$ cat src/rtl/jogador_automatico.sv
// Autoplayer for the memory game: drives iniciar/chaves with the expected
// one-hot play sequence (optionally with one wrong play at a chosen round),
// then watches acertou/errou/pronto and reports whether the game's outcome
// matched what the run expected.
module jogador_automatico #(
    parameter int NUM_JOGADAS  = 16,
    parameter int START_CYCLES = 5,
    parameter int HOLD_CYCLES  = 10,
    parameter int GAP_CYCLES   = 10,
    parameter int TIMEOUT      = 200
) (
    input  logic       clock,
    input  logic       reset,
    input  logic       comecar,
    input  logic       injetar_erro,
    input  logic [3:0] erro_em,
    input  logic       acertou,
    input  logic       errou,
    input  logic       pronto,
    output logic       iniciar,
    output logic [3:0] chaves,
    output logic       concluido,
    output logic       resultado_ok,
    output logic [1:0] codigo_falha,
    output logic [3:0] db_rodada,
    output logic [3:0] db_estado
);

    typedef enum logic [2:0] {
        OCIOSO  = 3'd0,
        INICIA  = 3'd1,
        ESPERA  = 3'd2,
        JOGA    = 3'd3,
        SOLTA   = 3'd4,
        AGUARDA = 3'd5,
        FIM     = 3'd6
    } estado_t;

    // Timer reload values: the timer counts N-1 down to 0, so a state lasts N cycles
    localparam logic [7:0] T_START   = 8'(START_CYCLES - 1);
    localparam logic [7:0] T_HOLD    = 8'(HOLD_CYCLES - 1);
    localparam logic [7:0] T_GAP     = 8'(GAP_CYCLES - 1);
    localparam logic [7:0] T_TIMEOUT = 8'(TIMEOUT - 1);
    localparam logic [3:0] ULTIMA    = 4'(NUM_JOGADAS - 1);

    estado_t    estado;
    logic [7:0] timer;
    logic [3:0] rodada;
    logic       inj_l;
    logic [3:0] erro_em_l;

    logic       inj_ativa;
    logic       eh_injetada;
    logic       rodada_final;
    logic       proxima_injetada;
    logic       saida_ok;

    // Correct play is one-hot by round mod 4; the wrong play is that value rotated left
    function automatic logic [3:0] jogada(input logic [3:0] r, input logic errada);
        logic [3:0] certa;
        certa = 4'b0001 << r[1:0];
        return errada ? {certa[2:0], certa[3]} : certa;
    endfunction

    // An out-of-range injection round means the run simply plays to the end
    assign inj_ativa        = inj_l && ({1'b0, erro_em_l} < 5'(NUM_JOGADAS));
    assign eh_injetada      = inj_ativa && (rodada == erro_em_l);
    assign rodada_final     = eh_injetada || (rodada == ULTIMA);
    assign proxima_injetada = inj_ativa && ((rodada + 4'd1) == erro_em_l);
    assign saida_ok         = inj_ativa ? errou : acertou;

    assign db_rodada = rodada;
    assign db_estado = {1'b0, estado};

    // Sequencer: all outputs are registered and change on the edge entering a state
    always_ff @(posedge clock or negedge reset) begin
        if (!reset) begin
            estado       <= OCIOSO;
            timer        <= 8'd0;
            rodada       <= 4'd0;
            inj_l        <= 1'b0;
            erro_em_l    <= 4'd0;
            iniciar      <= 1'b0;
            chaves       <= 4'd0;
            concluido    <= 1'b0;
            resultado_ok <= 1'b0;
            codigo_falha <= 2'b00;
        end else begin
            case (estado)
                OCIOSO: begin
                    if (comecar) begin
                        inj_l        <= injetar_erro;
                        erro_em_l    <= erro_em;
                        concluido    <= 1'b0;
                        resultado_ok <= 1'b0;
                        codigo_falha <= 2'b00;
                        rodada       <= 4'd0;
                        iniciar      <= 1'b1;
                        chaves       <= 4'd0;
                        timer        <= T_START;
                        estado       <= INICIA;
                    end
                end
                INICIA: begin
                    if (timer == 8'd0) begin
                        iniciar <= 1'b0;
                        timer   <= T_GAP;
                        estado  <= ESPERA;
                    end else begin
                        timer <= timer - 8'd1;
                    end
                end
                ESPERA: begin
                    if (timer == 8'd0) begin
                        chaves <= jogada(rodada, eh_injetada);
                        timer  <= T_HOLD;
                        estado <= JOGA;
                    end else begin
                        timer <= timer - 8'd1;
                    end
                end
                JOGA: begin
                    // A game may finish while the last play is still held
                    if (rodada_final && pronto) begin
                        resultado_ok <= saida_ok;
                        codigo_falha <= saida_ok ? 2'b00 : 2'b11;
                        concluido    <= 1'b1;
                        chaves       <= 4'd0;
                        timer        <= 8'd0;
                        estado       <= FIM;
                    end else if (timer == 8'd0) begin
                        chaves <= 4'd0;
                        timer  <= T_GAP;
                        estado <= SOLTA;
                    end else begin
                        timer <= timer - 8'd1;
                    end
                end
                SOLTA: begin
                    if (rodada_final && pronto) begin
                        resultado_ok <= saida_ok;
                        codigo_falha <= saida_ok ? 2'b00 : 2'b11;
                        concluido    <= 1'b1;
                        timer        <= 8'd0;
                        estado       <= FIM;
                    end else if (errou && !eh_injetada) begin
                        codigo_falha <= 2'b01;
                        concluido    <= 1'b1;
                        timer        <= 8'd0;
                        estado       <= FIM;
                    end else if (timer == 8'd0) begin
                        if (rodada_final) begin
                            timer  <= T_TIMEOUT;
                            estado <= AGUARDA;
                        end else begin
                            rodada <= rodada + 4'd1;
                            chaves <= jogada(rodada + 4'd1, proxima_injetada);
                            timer  <= T_HOLD;
                            estado <= JOGA;
                        end
                    end else begin
                        timer <= timer - 8'd1;
                    end
                end
                AGUARDA: begin
                    if (pronto) begin
                        resultado_ok <= saida_ok;
                        codigo_falha <= saida_ok ? 2'b00 : 2'b11;
                        concluido    <= 1'b1;
                        timer        <= 8'd0;
                        estado       <= FIM;
                    end else if (timer == 8'd0) begin
                        codigo_falha <= 2'b10;
                        concluido    <= 1'b1;
                        estado       <= FIM;
                    end else begin
                        timer <= timer - 8'd1;
                    end
                end
                FIM: begin
                    iniciar <= 1'b0;
                    chaves  <= 4'd0;
                    timer   <= 8'd0;
                    estado  <= OCIOSO;
                end
                default: begin
                    estado <= OCIOSO;
                end
            endcase
        end
    end

endmodule

$ cat config.mk
export PLATFORM = sky130hd
export DESIGN_NAME = jogador_automatico
export DESIGN_NICKNAME = d
export VERILOG_FILES = /design/src/rtl/jogador_automatico.sv
export SDC_FILE = /design/constraint.sdc
export NUM_CORES = 1
export LEC_CHECK = 0
export CORE_MARGIN = 2
export CORE_UTILIZATION = 40
export CTS_CLUSTER_SIZE = 10
export DETAILED_ROUTE_END_ITERATION = 8
export PLACE_DENSITY = 0.71
export RECOVER_POWER = 25
export SETUP_SLACK_MARGIN = 0.3
export SYNTH_ARGS = -nofsm -noshare
export SYNTH_HDL_FRONTEND = slang
export SYNTH_SLANG_ARGS = --single-unit
$ cat constraint.sdc
create_clock -name clock -period 5.5 [get_ports clock]
set_input_delay 0.55 -clock clock [delete_from_list [all_inputs] [get_ports clock]]
set_output_delay 0.55 -clock clock [all_outputs]
set_load 0.02 [all_outputs]
## Yosys cells after proc, flatten, opt, wreduce, memory -nomap -nowiden

Index checks and enable logic that the tools add are counted.

- Input port bits: 11
- Bits in registers: 29
- Output and inout port bits: 17

- Reduce and logical (&&, ||, !) cells: 24
- Add/subtract/negate cells: 2
- Shift-type cells: 2
- Equal/unequal tests: 24
- Multiplexer cells: 60

Operator list:

| kind | count |
|---|---|
| 8-bit 2-to-1 mux | 9 |
| 4-bit 2-to-1 mux | 14 |
| 8-bit one-hot mux with 6 select lines | 1 |
| 3-bit 2-to-1 mux | 11 |
| 4-bit one-hot mux with 5 select lines | 1 |
| 2-bit inequality test, second input constant | 9 |
| 3-bit one-hot mux with 6 select lines | 1 |
| 2-bit 2-to-1 mux | 7 |
| 3-bit inequality test, second input constant | 4 |
| 6-bit AND reduction | 2 |
| 1-bit 2-to-1 mux | 11 |
| 3-bit == test, second input constant | 3 |
| 4-bit == test | 2 |
| 8-bit zero test | 1 |
| 2-bit one-hot mux with 4 select lines | 1 |
| 4-bit one-hot mux with 2 select lines | 1 |
| 8-bit AND reduction | 1 |
| 1-bit by 2-bit left shift with 4-bit output, first input constant | 2 |
| 8-bit by 1-bit subtractor with 8-bit output, second input constant | 1 |
| 3-bit by 2-bit == test with 1-bit output, second input constant | 2 |
| 1-bit one-hot mux with 3 select lines | 2 |
| 3-bit AND reduction | 2 |
| 3-bit nonzero test | 2 |
| 6-bit nonzero test | 1 |
| 17 further kinds | 21 |

## Longest topological paths before layout

Gate-level depths: netlist of run 1.

- Depth in word-level cells: 9
- Gate-level depth with buffers: 10
- Depth with buffers taken out: 8

## Least setup slack after synthesis of run 1

OpenSTA, ideal clock, no wires.

- Path kind: flip-flop to flip-flop
- From: register timer[3]
- To: register rodada[3], in the netlist db_rodada[3]
- Setup time: 0.118 ns
- Arrival time: 2.293 ns
- Cell stages (with the launch flop): 8
- Clock period less this slack: 2.411 ns
- Slack: 3.089 ns
- Path buffers: 1
- Cell sequence: dfrtp_1 > or3_4 > or4_4 > buf_6 > or4b_4 > o21ai_4 > a21boi_1 > a21o_1

- Cells in the longest elaborated chain, start to end: 3

RTL lines:

| what | RTL line | text |
|---|---|---|
| start, declared | 47 | `logic [7:0] timer;` |
| start signal, assigned | 110 | `timer <= timer - 8'd1;` |
| start signal, assigned | 119 | `timer <= timer - 8'd1;` |
| start signal, assigned | 136 | `timer <= timer - 8'd1;` |
| 8-bit zero test | 151 | `end else if (timer == 8'd0) begin` |
| 2-bit inequality test (no source line) | -- |  |
| 6-bit AND reduction (no source line) | -- |  |
| end signal, assigned | 156 | `rodada <= rodada + 4'd1;` |
| end, declared | 48 | `logic [3:0] rodada;` |

No other way between the ends.
A chain may end at the register's enable or synchronous reset.

## Worst setup path in the final report of run 1

- From: register rodada[0], in the netlist db_rodada[0]
- To: register timer[5]

- Cells in the longest elaborated chain, start to end: 7
- Elaborated cells between the ends (all ways): 11

RTL lines:

| what | RTL line | text |
|---|---|---|
| 4-bit == test | 67 | `assign eh_injetada = inj_ativa && (rodada == erro_em_l);` |
| 1-bit logical AND | 67 |  |
| 1-bit zero test | 146 | `end else if (errou && !eh_injetada) begin` |
| 1-bit logical AND | 146 |  |
| 8-bit 2-to-1 mux | 146 |  |
| 8-bit 2-to-1 mux | 140 | `if (rodada_final && pronto) begin` |
| 8-bit one-hot mux with 6 select lines (*) | 89 | `case (estado)` |
| end signal, assigned | 110 |  |
| end signal, assigned | 136 |  |
| end signal, assigned | 162 | `timer <= timer - 8'd1;` |

Mark *: on every way between the ends. The rest lies on a longest branch, timed or not.

==> results of run 1 <==
## placed cells by master (no fill, tap or decap), drive strengths merged, types with 2 or more instances in the layout
cell type       n
nor3            7
and3            3
mux2           11
nor2           18
or3             2
nor4            3
a211o           2
o211ai          5
a2111oi         2
mux2i          11
xor2            2
a22o            3
o22a            2
o21ai          17
a311oi          2
dfrtp          29
a21o            3
a21boi          3
clkdlybuf4s50  25
a21oi          10
and3b           2
o31ai           3
nand3           7
nand2          15
clkbuf          8
nand2b          4
o22ai           7
inv             7
xnor2           9
ha              7
## critical path: stages (launching register included)
cell and delay (ns):
dfrtp_1 0.51, ha_1 0.36, nand3_1 0.17, nor2_1 0.16, a21oi_1 0.10, a311oi_1 0.63, a2111oi_0 0.24, a221o_1 0.30
## area by class of cell
cell class	instances	area, sq um
inverters	7	26.3
repair buffers	27	264
clock buffers	7	86.3
well taps	70	87.6
fillers	493	2530
multi-input cells	175	1250
clock inverters	1	30.0
flip-flops and latches	29	726
## cell usage after synthesis (3+ instances only)
cell	count	share of area, %
nand3_1	7	1.7
dfrtp_1	29	35
mux2i_1	11	5.4
a21oi_1	10	2.4
mux2_2	11	6.1
ha_1	7	4.3
clkbuf_1	5	0.92
a21o_1	3	1.1
o22ai_1	7	2.1
and3_1	3	0.92
nor2_1	18	3.3
o21ai_0	11	2.7
o21ai_1	5	1.2
o211ai_1	5	1.8
nand2_1	14	2.6
nor3_1	6	1.5
nand2b_1	4	1.2
xnor2_1	9	3.9
a22o_1	3	1.3
inv_1	7	1.3
o31ai_1	3	1.1
## stage by stage
stage	instance area [sq um]	hold WS (ns)
floorplan	2040	0.254
global placement	2360	0.482
detailed placement	2360	0.483
CTS	2480	0.502
global route	2470	0.520
finish	2470	0.500
## cell families (layout without fill, tap and decap cells)
kind of cell    count (synthesis)  in the layout  synth area share [%]
flops                          29             29                  35.5
compound gates                 67             67                  22.6
fa+ha+maj                       7              7                  4.28
xor+xnor                       11             11                  4.71
simple gates                   67             67                  18.2
buf+inv                        14             42                  3.12
other cells                     1              1                 0.183
mux                            22             22                  11.4
## how the worst max path moves through the flow
| stage | endpoint |
|---|---|
| finish | timer[5] |
| global route | timer[3] |
| CTS | timer[5] |
| detailed placement | timer[5] |
| global placement | timer[5] |
| floorplan | db_rodada[3] |
## where the power goes
group / total [mW] / switching [mW] / leakage [nW] / internal, mW
clock: 0.227 / 0.0795 / 0.0585 / 0.147
sequential: 0.404 / 0.109 / 0.373 / 0.294
combinational: 0.790 / 0.420 / 0.569 / 0.370
total: 1.42 / 0.608 / 1.00 / 0.812
## registers in the layout (all words and copies together) (netlist names)
| signal | count |
|---|---|
| timer | 8 |
| chaves | 4 |
| db_rodada | 4 |
| erro_em_l | 4 |
| estado | 3 |
| codigo_falha | 2 |
| concluido | 1 |
| iniciar | 1 |
| inj_ativa | 1 |
| resultado_ok | 1 |
## per-layer routing
| layer | part of all wire, % | wire (microns) | vias up | track usage (%) |
|---|---|---|---|---|
| met5 | 0 | 0 | - | 0 |
| met4 | 1.2 | 58 | 0 | 5.65 |
| met3 | 4.7 | 220 | 7 | 4.76 |
| met2 | 49 | 2320 | 52 | 29.8 |
| met1 | 45 | 2120 | 857 | 22.8 |
| li1 | - | - | 866 | - |
==> reports/qor.txt, run 1 <==
Final wirelength: 4720 microns
Number of max-cap violations: 1
Non-filler cells, final: 316
Tot GR Track Use: 17.9%
Placed cell count: 308
CTS tree: built
Top-level I/O count: 28
Peak supply drop: 0.000307 V
ANT cells: 0
FF+latch count, synth: 29
Die Area: 5700 sq um
Detailed-route via count: 1782
Reg2reg end: timer[5]
Setup Skew: 0.00492 ns
R2R Setup Slk: 2.91 ns
Arrival time at the worst endpoint: 2.75 ns
Crit start category: flop
Layout cells sized above 1: 10.6%
First-pass GRT wire length: 7830 microns
DRC Markers: 0
Setup-failing EPs final: 0
Post_cts resized: 0
Buffer depth of the longest clock path: 2
HP Start: concluido
Wire per inst: 14.9 microns
Share of async-settable or async-resettable flops after synthesis: 100%
Largest net degree at the start of global routing: 30
Max Fclk: 386 MHz
Min-delay worst type: reg2reg
Dpl ws: 2.81 ns
Critical Path Start: db_rodada[0]
Worst setup EP type: flop
Post-DP HPWL: 3440 microns
Relative slew slack: -3.64%
Cell row count: 26
Max FO, Critical Path: 7
Tcrit/Tclk final: 47.1%
Vias per cell: 5.64
Syn Nets: 236
Port buffer count: 26
Mapped cell area: 2040 sq um
Worst R2R Path Depth: 7
Core Area: 5010 sq um
Failing checks: capacitance limit, slew limit
Pins Over Slew Limit: 30
Hold Path End: concluido
Die W: 75.5 microns
Clk Latency, worst-skew pair: 0.28 ns
Leak: 1.00 nW
Post-synth top flop: dfrtp_1
Post-Synthesis Cells: 218
Hold Path Stages: 1
Synth-to-Final Area Change: 21.1%
Syn_area_per_cell: 9.38 sq um
Minimum clock period: 2.59 ns
Total gr overflow: 0
Effective utilization at floorplan: 40.8%
Worst-path clk slew: 0.06 ns
H-tree Lvls: 2
Routability cong.: 0.883
Fin util: 49.4%
Worst setup margin: 2.91 ns
Design Power: 1.42 mW
Synth cell types: 53
CTS root buffer: clkbuf_8
Cell area power density: 574 nW/um^2
Worst reg2reg path startpoint: db_rodada[0]
First-pass DRT Iterations: 4
Status: finished with violations
RSZ-0062 raised after global routing: no
DRT iter0 DRCs: 105
Yosys warns: 0
Post-Route Setup TNS: 0 ns
Critical Path RT: 5.66 ns
Initial antenna violation count: 0
Hold Fails Final Rpt: 0
# Post-CTS Setup Buffers: 0
Kind of critical path: reg2reg
Post-CTS Hold Buffers: 0
Vias in the first global route: 1677
Clk sinks: 29
Sequential area share after synthesis: 35.5%
Nets@finish: 263
Final ANT Viol Nets: 0
Number of synthesized flops with an enable pin: 0
Actual slew at the worst max-slew pin: 1.55 ns
Die height: 75.5 microns
CTS buffer count: 5
Power figures use the tool's default switching activity.
==> run 2: changes to the inputs <==
--- a/config.mk
+++ b/config.mk
@@ -9,7 +9,7 @@
 export CORE_UTILIZATION = 40
 export CTS_CLUSTER_SIZE = 10
 export DETAILED_ROUTE_END_ITERATION = 8
-export PLACE_DENSITY = 0.71
+export PLACE_DENSITY = 0.74
 export RECOVER_POWER = 25
 export SETUP_SLACK_MARGIN = 0.3
 export SYNTH_ARGS = -nofsm -noshare
==> constraint.sdc (replaced) <==
create_clock -name clock -period 2.2 [get_ports clock]
set_input_delay 0.22 -clock clock [delete_from_list [all_inputs] [get_ports clock]]
set_output_delay 0.22 -clock clock [all_outputs]
set_load 0.02 [all_outputs]
==> run 2 against run 1 <==
  * The flow finishes with violations (capacitance limit, slew limit, setup timing)
  * Worst hold slack worse by 0.019 ns
  * Maximum frequency grew 14%
  * Worst setup slack got worse by 3.0 ns
  * Sequential share of layout area shrank 6.8 points
  * Cell count up 20%
  * Count of clock-buffer cells in the layout is the same
  * Flip-flop and latch count is the same
  * Power rose to 3.3 times the previous value
  * Critical path depth fell by 1
  * Non-clock buffer count up 63
  * Utilization is 15 points higher
  * Largest cell class unchanged
  * Highest routed layer unchanged
==> reports/qor.txt, run 2 (same netlist as run 1, synthesis figures left out) <==
Critical Path Start: timer[3] (was db_rodada[0])
Cell area power density: 1450 nW/um^2 (was 574 nW/um^2)
Layout cells sized above 1: 41.7% (was 10.6%)
Register share of total power: 20.3% (was 28.4%)
CTS buffer count: 5 (unchanged)
CP max stage delay: 0.51 ns (was 0.63 ns)
Hold_ws: 0.480 ns (was 0.500 ns)
Failing checks: capacitance limit, slew limit, setup timing (was capacitance limit, slew limit)
Worst setup EP type: flop (unchanged)
HP Start: concluido (unchanged)
Post-route cell area: 3250 sq um (was 2470 sq um)
H-tree Lvls: 2 (unchanged)
Final wirelength: 6250 microns (was 4720 microns)
Worst setup margin: -0.0717 ns (was 2.91 ns)
DRT iter0 DRCs: 126 (was 105)
Critical path cell sequence: or3_4 > or4_4 > or4b_4 > o21ai_4 > o21ai_1 > o2bb2ai_1 (was ha_1 > nand3_1 > nor2_1 > a21oi_1 > a311oi_1 > a2111oi_0 > a221o_1)
Wire per inst: 16.5 microns (was 14.9 microns)
Most frequent cells in the layout: buf_4 (55), clkdlybuf4s50_1 (26), dfrtp_1 (25) (was dfrtp_1 (29), clkdlybuf4s50_1 (25), nor2_1 (18))
CP endpoint: db_rodada[2] (was timer[5])
Setup Skew: 0.00857 ns (was 0.00492 ns)
Post-DP HPWL: 4100 microns (was 3440 microns)
First-pass GRT wire length: 9690 microns (was 7830 microns)
Effective utilization at floorplan: 40.8% (unchanged)
Non-filler cells, final: 379 (was 316)
Vias in the first global route: 2084 (was 1677)
Cell row count: 26 (unchanged)
Die Area: 5700 sq um (unchanged)
Post-CTS Hold Buffers: 0 (unchanged)
Max FO, Critical Path: 5 (was 7)
CTS root buffer: clkbuf_8 (unchanged)
Dpl ws: -0.120 ns (was 2.81 ns)
ANT cells: 0 (unchanged)
Most common cell after layout, fill and taps aside: buf_4 (was dfrtp_1)
Reg2reg end: db_rodada[2] (was timer[5])
Max Fclk: 440 MHz (was 386 MHz)
Worst-path clk slew: 0.07 ns (was 0.06 ns)
Clock power share: 12.5% (was 16.0%)
Core Area: 5010 sq um (unchanged)
Levels on crit path: 6 (was 7)
Arrival time at the worst endpoint: 2.46 ns (was 2.75 ns)
Clk Latency, worst-skew pair: 0.30 ns (was 0.28 ns)
First-pass DRT Iterations: 4 (unchanged)
Detailed-route via count: 2107 (was 1782)
Internal Power: 2.74 mW (was 0.812 mW)
Worst R2R Path Depth: 6 (was 7)
Tot GR Track Use: 22.6% (was 17.9%)
Worst reg2reg path startpoint: timer[3] (was db_rodada[0])
Crit path max-delay cell type: or4b_4 (was a311oi_1)
Initial antenna violation count: 0 (unchanged)
Hold Fails Final Rpt: 0 (unchanged)
Crit start category: flop (unchanged)
Filler Cells Inserted: 406 (was 493)
Final ANT Viol Nets: 0 (unchanged)
Pins Over Slew Limit: 30 (unchanged)
R2R Setup Slk: -0.07 ns (was 2.91 ns)
DRC Markers: 0 (unchanged)
RSZ-0062 raised after global routing: yes (was no)
Largest net degree at the start of global routing: 30 (unchanged)
Actual slew at the worst max-slew pin: 1.71 ns (was 1.55 ns)
Total gr overflow: 0 (unchanged)
Relative slew slack: -13.8% (was -3.64%)
Fin util: 64.8% (was 49.4%)
Switching pwr: 1.99 mW (was 0.608 mW)
Min-delay worst type: reg2reg (unchanged)
Routability cong.: 0.885 (was 0.883)
Peak supply drop: 0.000881 V (was 0.000307 V)
Critical Path RT: 2.39 ns (was 5.66 ns)
Port buffer count: 26 (unchanged)
Placed cell count: 349 (was 308)
Worst Path Buf+Inv: 0 (unchanged)
Worst path top cell family by delay: simple AND/OR/NAND/NOR gates (was compound AO/OA/AOI/OAI gates)
Post-Route Setup TNS: -0.265 ns (was 0 ns)
Vias per cell: 5.56 (was 5.64)
Die height: 75.5 microns (unchanged)
Die W: 75.5 microns (unchanged)
Max reg flops: 8 (unchanged)
Synth-to-Final Area Change: 58.8% (was 21.1%)
Buffer depth of the longest clock path: 2 (unchanged)
Minimum clock period: 2.27 ns (was 2.59 ns)
Kind of critical path: reg2reg (unchanged)
Nets@finish: 326 (was 263)
Top reg by flops: timer (unchanged)
Combinational share of power: 67.2% (was 55.6%)
Switch share: 42.1% (was 42.8%)
Placed inst area: 2720 sq um (was 2360 sq um)
CTS tree: built (unchanged)
Number of max-cap violations: 1 (unchanged)
Leak: 1.36 nW (was 1.00 nW)
Status: finished with violations (unchanged)
Setup-failing EPs final: 4 (was 0)
Design Power: 4.72 mW (was 1.42 mW)
Tcrit/Tclk final: 103% (was 47.1%)
Clk sinks: 29 (unchanged)
Top-level I/O count: 28 (unchanged)
[run 2: changes by cell type in the layout (fill, tap and decap cells not counted), sizes merged]
cell / delta
dlygate4sd3: -1
clkdlybuf4s50: +1
buf: +63
[run 2: timing repair]
item,4_1_cts,5_1_grt
buffers inserted,9,13
pin swaps,9,12
resized for setup,23,39
setup endpoints to repair,23,24
[run 2: worst min path at each step]
stage                            to  slack (ns)  depth (start not counted)
final                     concluido        0.48                          1
after global routing      concluido        0.50                          1
after CTS                 estado[0]        0.34                          2
after detailed placement  concluido        0.48                          1
after global placement    concluido        0.48                          1
after floorplan           chaves[0]       -0.08                          0
[run 2: metal layers]
| metal | global-route usage (%) | routed length, microns | up-vias |
|---|---|---|---|
| met5 | 0 | 0 | - |
| met4 | 8.97 | 125 | 0 |
| met3 | 6.22 | 276 | 17 |
| met2 | 39.2 | 3340 | 62 |
| met1 | 26.4 | 2510 | 1039 |
| li1 | - | - | 989 |
[run 2: area by class of cell]
type,count,area (sq um),area share [%]
clock buffer,7,86.3,2.66
clock inverter,1,30.0,0.925
inverter,7,31.3,0.963
multi-input combinational,175,1510,46.6
sequential,29,731,22.5
tap,70,87.6,2.70
timing repair buffer,90,767,23.6
[run 2: power by group through the flow]
stage	sequential (mW)	combinational, mW	clock, mW
after floorplan	1.03	1.54	0
after global placement	0.921	2.47	0
after detailed placement	0.930	2.52	0
after CTS	0.930	2.71	0.594
after global routing	0.985	3.43	0.618
final	0.957	3.17	0.592
